**src/rtl/lut_pkg.sv**
```systemverilog
// Shared types and constants for the programmable lookup-table engine.
package lut_pkg;

    typedef enum logic [1:0] {
        ST_CFG   = 2'd0,
        ST_RUN   = 2'd1,
        ST_DRAIN = 2'd2
    } state_e;

    localparam int CNT_W = 16;

    function automatic logic [CNT_W-1:0] sat_inc(input logic [CNT_W-1:0] v);
        return (v == {CNT_W{1'b1}}) ? v : v + 1'b1;
    endfunction

endpackage

```
**src/rtl/lut_table.sv**
```systemverilog
// Flip-flop truth-table storage: one synchronous write port, combinational read.
module lut_table #(
    parameter int N_IN  = 3,
    parameter int N_OUT = 1,
    parameter logic [(2**N_IN)*N_OUT-1:0] RST_TABLE = '0
) (
    input  logic             clk,
    input  logic             rst_n,
    input  logic             we,
    input  logic [N_IN-1:0]  waddr,
    input  logic [N_OUT-1:0] wdata,
    input  logic [N_IN-1:0]  raddr,
    output logic [N_OUT-1:0] rdata
);

    logic [(2**N_IN)*N_OUT-1:0] tbl_q;

    always_ff @(posedge clk or negedge rst_n) begin
        if (!rst_n) begin
            tbl_q <= RST_TABLE;
        end else if (we) begin
            tbl_q[int'(waddr)*N_OUT +: N_OUT] <= wdata;
        end
    end

    assign rdata = tbl_q[int'(raddr)*N_OUT +: N_OUT];

endmodule

```
**src/rtl/lut_engine.sv**
```systemverilog
// Configurable LUT evaluator: load the table in CFG, stream vectors through it in RUN,
// and empty the single-entry output register in DRAIN before returning to CFG.
module lut_engine
    import lut_pkg::*;
#(
    parameter int N_IN  = 3,
    parameter int N_OUT = 1,
    parameter logic [(2**N_IN)*N_OUT-1:0] RST_TABLE = '0
) (
    input  logic             clk,
    input  logic             rst_n,
    input  logic             cfg_we,
    input  logic [N_IN-1:0]  cfg_addr,
    input  logic [N_OUT-1:0] cfg_data,
    input  logic             cfg_commit,
    input  logic             cfg_unlock,
    input  logic             in_valid,
    output logic             in_ready,
    input  logic [N_IN-1:0]  in_data,
    output logic             out_valid,
    input  logic             out_ready,
    output logic [N_OUT-1:0] out_data,
    output logic             state_run,
    output logic             cfg_err,
    output logic [15:0]      eval_cnt
);

    state_e           state_q;
    logic             out_valid_q;
    logic [N_OUT-1:0] out_data_q;
    logic             cfg_err_q;
    logic [CNT_W-1:0] cnt_q;
    logic [N_OUT-1:0] lut_rdata;
    logic             xfer;
    logic             out_hs;
    logic             tbl_we;

    // An unlock request closes the input in the same cycle so nothing new enters the output register.
    assign in_ready = (state_q == ST_RUN) && !cfg_unlock && (!out_valid_q || out_ready);
    assign xfer     = in_valid && in_ready;
    assign out_hs   = out_valid_q && out_ready;
    assign tbl_we   = cfg_we && (state_q == ST_CFG);

    lut_table #(
        .N_IN      (N_IN),
        .N_OUT     (N_OUT),
        .RST_TABLE (RST_TABLE)
    ) u_table (
        .clk   (clk),
        .rst_n (rst_n),
        .we    (tbl_we),
        .waddr (cfg_addr),
        .wdata (cfg_data),
        .raddr (in_data),
        .rdata (lut_rdata)
    );

    always_ff @(posedge clk or negedge rst_n) begin
        if (!rst_n) begin
            state_q     <= ST_CFG;
            out_valid_q <= 1'b0;
            out_data_q  <= '0;
            cfg_err_q   <= 1'b0;
            cnt_q       <= '0;
        end else begin
            case (state_q)
                ST_CFG:   if (cfg_commit) state_q <= ST_RUN;
                ST_RUN:   if (cfg_unlock) state_q <= (!out_valid_q || out_ready) ? ST_CFG : ST_DRAIN;
                ST_DRAIN: if (out_ready)  state_q <= ST_CFG;
                default:  state_q <= ST_CFG;
            endcase

            if (xfer) begin
                out_valid_q <= 1'b1;
                out_data_q  <= lut_rdata;
                cnt_q       <= sat_inc(cnt_q);
            end else if (out_hs) begin
                out_valid_q <= 1'b0;
            end

            if (cfg_we && (state_q != ST_CFG)) cfg_err_q <= 1'b1;
        end
    end

    assign out_valid = out_valid_q;
    assign out_data  = out_data_q;
    assign state_run = (state_q == ST_RUN);
    assign cfg_err   = cfg_err_q;
    assign eval_cnt  = cnt_q;

endmodule

```
**config.mk**
```make
export PLATFORM = sky130hd
export DESIGN_NAME = lut_engine
export DESIGN_NICKNAME = d
export VERILOG_FILES = /design/src/rtl/lut_pkg.sv /design/src/rtl/lut_table.sv /design/src/rtl/lut_engine.sv
export SDC_FILE = /design/constraint.sdc
export NUM_CORES = 1
export LEC_CHECK = 0
export CAP_MARGIN = 20
export CELL_PAD_IN_SITES_DETAIL_PLACEMENT = 1
export CELL_PAD_IN_SITES_GLOBAL_PLACEMENT = 1
export CORE_MARGIN = 2
export CORE_UTILIZATION = 42
export CTS_BUF_LIST = sky130_fd_sc_hd__clkbuf_16
export DETAILED_ROUTE_END_ITERATION = 16
export PLACE_DENSITY_LB_ADDON = 0.1
export SLEW_MARGIN = 5
export SYNTH_ARGS = -nofsm -noshare
export SYNTH_HDL_FRONTEND = slang
export SYNTH_SLANG_ARGS = --single-unit
```
**constraint.sdc**
```tcl
create_clock -name clk -period 2.7 [get_ports clk]
set_clock_uncertainty 0.15 [all_clocks]
set_input_delay 0.54 -clock clk [delete_from_list [all_inputs] [get_ports clk]]
set_output_delay 0.54 -clock clk [all_outputs]
set_load 0.03 [all_outputs]
```
==> results.sh, run 1 <==
export IMPL_crit_type="input port to flop"
export IMPL_yosys_area_top_type="dfrtp_1"
export IMPL_final_period_utilization_pct=93.20
export IMPL_period_needed_ps=2516
export IMPL_yosys_area_share_xor_xnor_pct=5.376
export IMPL_chipWidth_um=66.28
export IMPL_n_antenna_cell=0
export IMPL_drc=0
export IMPL_die_area_um2=4393
export IMPL_detail_route_antenna_nets=0
export IMPL_worstPathCellList="clkdlybuf4s50_1 -> inv_1 -> ha_1 -> ha_1 -> nor3b_1 -> nand2_1 -> mux2_2"
export IMPL_drt_iter0_drc=49
export IMPL_ios=35
export IMPL_synth_adder_area_share_pct=5.376
export IMPL_maxSlewHeadroom_pct=70.01
export IMPL_clk_pin_slew_worst_paths_ps=50
export IMPL_coreArea_um2=3689
export IMPL_worst_slack_ps=183.5
export IMPL_hold_path_class="flop to flop"
export IMPL_intPower_uw=994.9
export IMPL_comb_power_share_pct=25.4
export IMPL_cp_common_cell="ha_1"
export IMPL_die_h_um=66.28
export IMPL_worst_slew_pin_slew_ps=449.0
export IMPL_finalHoldViolCount=0
export IMPL_syn2layout_area_growth_pct=33.95
export IMPL_synth_top_family_by_area="simple AND/OR/NAND/NOR gates"
export IMPL_p_switching_uw=444.0
export IMPL_grt_overflow=0
export IMPL_htree_num_levels=2
export IMPL_cts_sinks=29
export IMPL_required_ps=2700
export IMPL_end_kind="flop"
export IMPL_worst_r2r_setup_slack_ps=700
export IMPL_yosys_warnings=0
export IMPL_tritoncts="done"
export IMPL_synthDistinctLibCells=36
export IMPL_switching_share_pct=30.86
export IMPL_synth_compound_area_share_pct=4.301
export IMPL_cp_slowest_cell="clkdlybuf4s50_1"
export IMPL_synth_avg_cell_area_um2=11.31
export IMPL_syn_inst=144
export IMPL_rows=22
export IMPL_routed_via_density=5.424
export IMPL_final_core_util_pct=59.16
export IMPL_post_cts_buffers=0
export IMPL_synth_simple_area_share_pct=26.73
export IMPL_status="complete, no violations"
export IMPL_ys_async_sr_fraction_pct=100.0
export IMPL_power_frac_seq_pct=39.3
export IMPL_leakage_nw=1.006
export IMPL_timing_final_max_slew_violations=0
export IMPL_wl_per_cell_um=16.46
export IMPL_nets=209
export IMPL_placed_area_um2=2049
export IMPL_antenna_found_initial=0
export IMPL_wl_um=3884
export IMPL_timing_hold_ws_ps=318.9
export IMPL_rsz0062_at_grt="false"
export IMPL_critPathLaunchType="input port"
export IMPL_yosysTopAreaCellShare_pct=44.55
export IMPL_netlist_area_um2=1629
export IMPL_cts_buffers=5
export IMPL_max_freq_ghz=0.3974
export IMPL_seq_area_frac_synth_pct=44.55
export IMPL_dp_hpwl_um=2902
export IMPL_grt_pass1_wl_um=6693
export IMPL_cts_root_buffer="clkbuf_16"
export IMPL_grt_pass1_vias=1368
export IMPL_setup_viol=0
export IMPL_dr_total_vias=1280
export IMPL_crit_path_max_fanout=4
export IMPL_synth_edf_count=0
export IMPL_max_cap_violations=0
export IMPL_grtUsageTotal_pct=20.22
export IMPL_ys_ff_latch=29
export IMPL_portBuffers=34
export IMPL_powerDensity_nw_per_um2=659.4
export IMPL_clk_latency_ps=270
export IMPL_grt_max_degree=30
export IMPL_pwr_share_clk_pct=35.3
export IMPL_ys_flop_type="dfrtp_1"
export IMPL_initial_core_util_pct=44.17
export IMPL_hold_buffers=0
export IMPL_fin_area_um2=2182
export IMPL_drive_gt1_share_pct=15.96
export IMPL_slowest_delay_ps=530
export IMPL_vdd_drop_max_v=0.0002675
export IMPL_cts_buffer_depth=2
export IMPL_synth_nets=165
export IMPL_cts_resized_gates=0
export IMPL_synth_area_leaders="dfrtp_1, mux2_2, ha_1, xor2_1, nand2_1"
export IMPL_synth_mux_area_share_pct=11.60
export IMPL_netlist_top_cells_count="dfrtp_1, nand2_1, inv_1, mux2_2, nor3_1"
export IMPL_synth_most_common_cell="dfrtp_1"
export IMPL_gp_congestion=0.7884
export IMPL_critPathArrivalTime_ps=2520
export IMPL_dp_slack_ps=-72.32
export IMPL_first_pass_iters=4
[final timing paths]
path / startpoint / cells past startpoint / to
max: cfg_addr[1] / 7 / u_table.tbl_q[5]
min: cfg_err / 1 / cfg_err
max reg2reg: state_q[1] / 4 / eval_cnt[12]
min reg2reg: cfg_err / 1 / cfg_err
max in group asynchronous: rst_n / 2 / cfg_err
min in group asynchronous: rst_n / 2 / eval_cnt[10]
[layer usage]
metal | part of all wire [%] | track usage [%]
met1 | 41 | 24.16
met2 | 55 | 37.00
met3 | 2.7 | 3.578
met4 | 1.2 | 5.357
met5 | 0 | 0
[stage by stage]
step / instances / power, mW / TNS (ps)
CTS: 236 / 1.456 / 0
finish: 236 / 1.439 / 0
floorplan: 144 / 0.7673 / 0
global route: 236 / 1.509 / 0
global placement: 229 / 0.9179 / 0
detailed placement: 229 / 0.9391 / -180.7
[logic make-up after synthesis]
logic type | Yosys count
simple gates | 66
xor+xnor | 10
flops | 29
compound gates | 8
mux | 15
fa+ha+maj | 7
buf+inv | 9
[placed cells by master (no fill, tap or decap), types with 2 or more instances in the layout]
cell type and n:
mux2_1 2, inv_1 10, mux4_2 2, o21ai_0 2
nor3_1 9, clkbuf_16 5, ha_1 7, nor2_1 7
dfrtp_1 29, xnor2_1 3, mux2_2 9, nand3_2 2
buf_4 4, nor4_1 4, nand3_1 3, nor4_4 2
mux2i_1 2, clkdlybuf4s50_1 33, nor3b_1 3, nand2b_1 3
xor2_1 7, a21oi_1 3, nand4_1 5, and3_1 3
nand2_1 14
[registers in the layout, indices dropped and copies added, names as in the netlist]
signal and count:
eval_cnt 16, u_table.tbl_q 8, cfg_err 1, out_valid 1, state_q 2, out_data 1
[cell type report]
| class | instances | area [um2] |
|---|---|---|
| repair buffers | 37 | 360.3 |
| fillers | 400 | 1506 |
| clock buffers | 5 | 125.1 |
| well taps | 48 | 60.06 |
| clock inverters | 2 | 7.507 |
| flip-flops and latches | 29 | 725.7 |
| multi-input cells | 106 | 869.6 |
| inverters | 9 | 33.78 |
[worst max-delay path, delay by kind of cell]
family,cells,cell delay [ps]
buffers and inverters,2,620
adder cells (fa/ha/maj),2,510
multiplexers,1,290
AND/OR/NAND/NOR,2,560
[power groups by stage]
stage	Combinational (mW)	Clock (mW)	Sequential, mW
3_5_place_dp	0.367	0	0.572
6_report	0.366	0.508	0.565
5_1_grt	0.395	0.537	0.577
2_1_floorplan	0.133	0	0.635
3_3_place_gp	0.353	0	0.565
4_1_cts	0.372	0.519	0.566
Power figures use the tool's default switching activity.
==> inputs of run 2 (changes only) <==
--- a/config.mk
+++ b/config.mk
@@ -5,13 +5,14 @@
 export SDC_FILE = /design/constraint.sdc
 export NUM_CORES = 1
 export LEC_CHECK = 0
-export CAP_MARGIN = 20
 export CELL_PAD_IN_SITES_DETAIL_PLACEMENT = 1
 export CELL_PAD_IN_SITES_GLOBAL_PLACEMENT = 1
 export CORE_MARGIN = 2
 export CORE_UTILIZATION = 42
 export CTS_BUF_LIST = sky130_fd_sc_hd__clkbuf_16
+export CTS_CLUSTER_SIZE = 28
 export DETAILED_ROUTE_END_ITERATION = 16
+export HOLD_SLACK_MARGIN = 0.1
 export PLACE_DENSITY_LB_ADDON = 0.1
 export SLEW_MARGIN = 5
 export SYNTH_ARGS = -nofsm -noshare
==> results of run 2 <==
Final layout, timing and power as in run 1 (identical DEF).
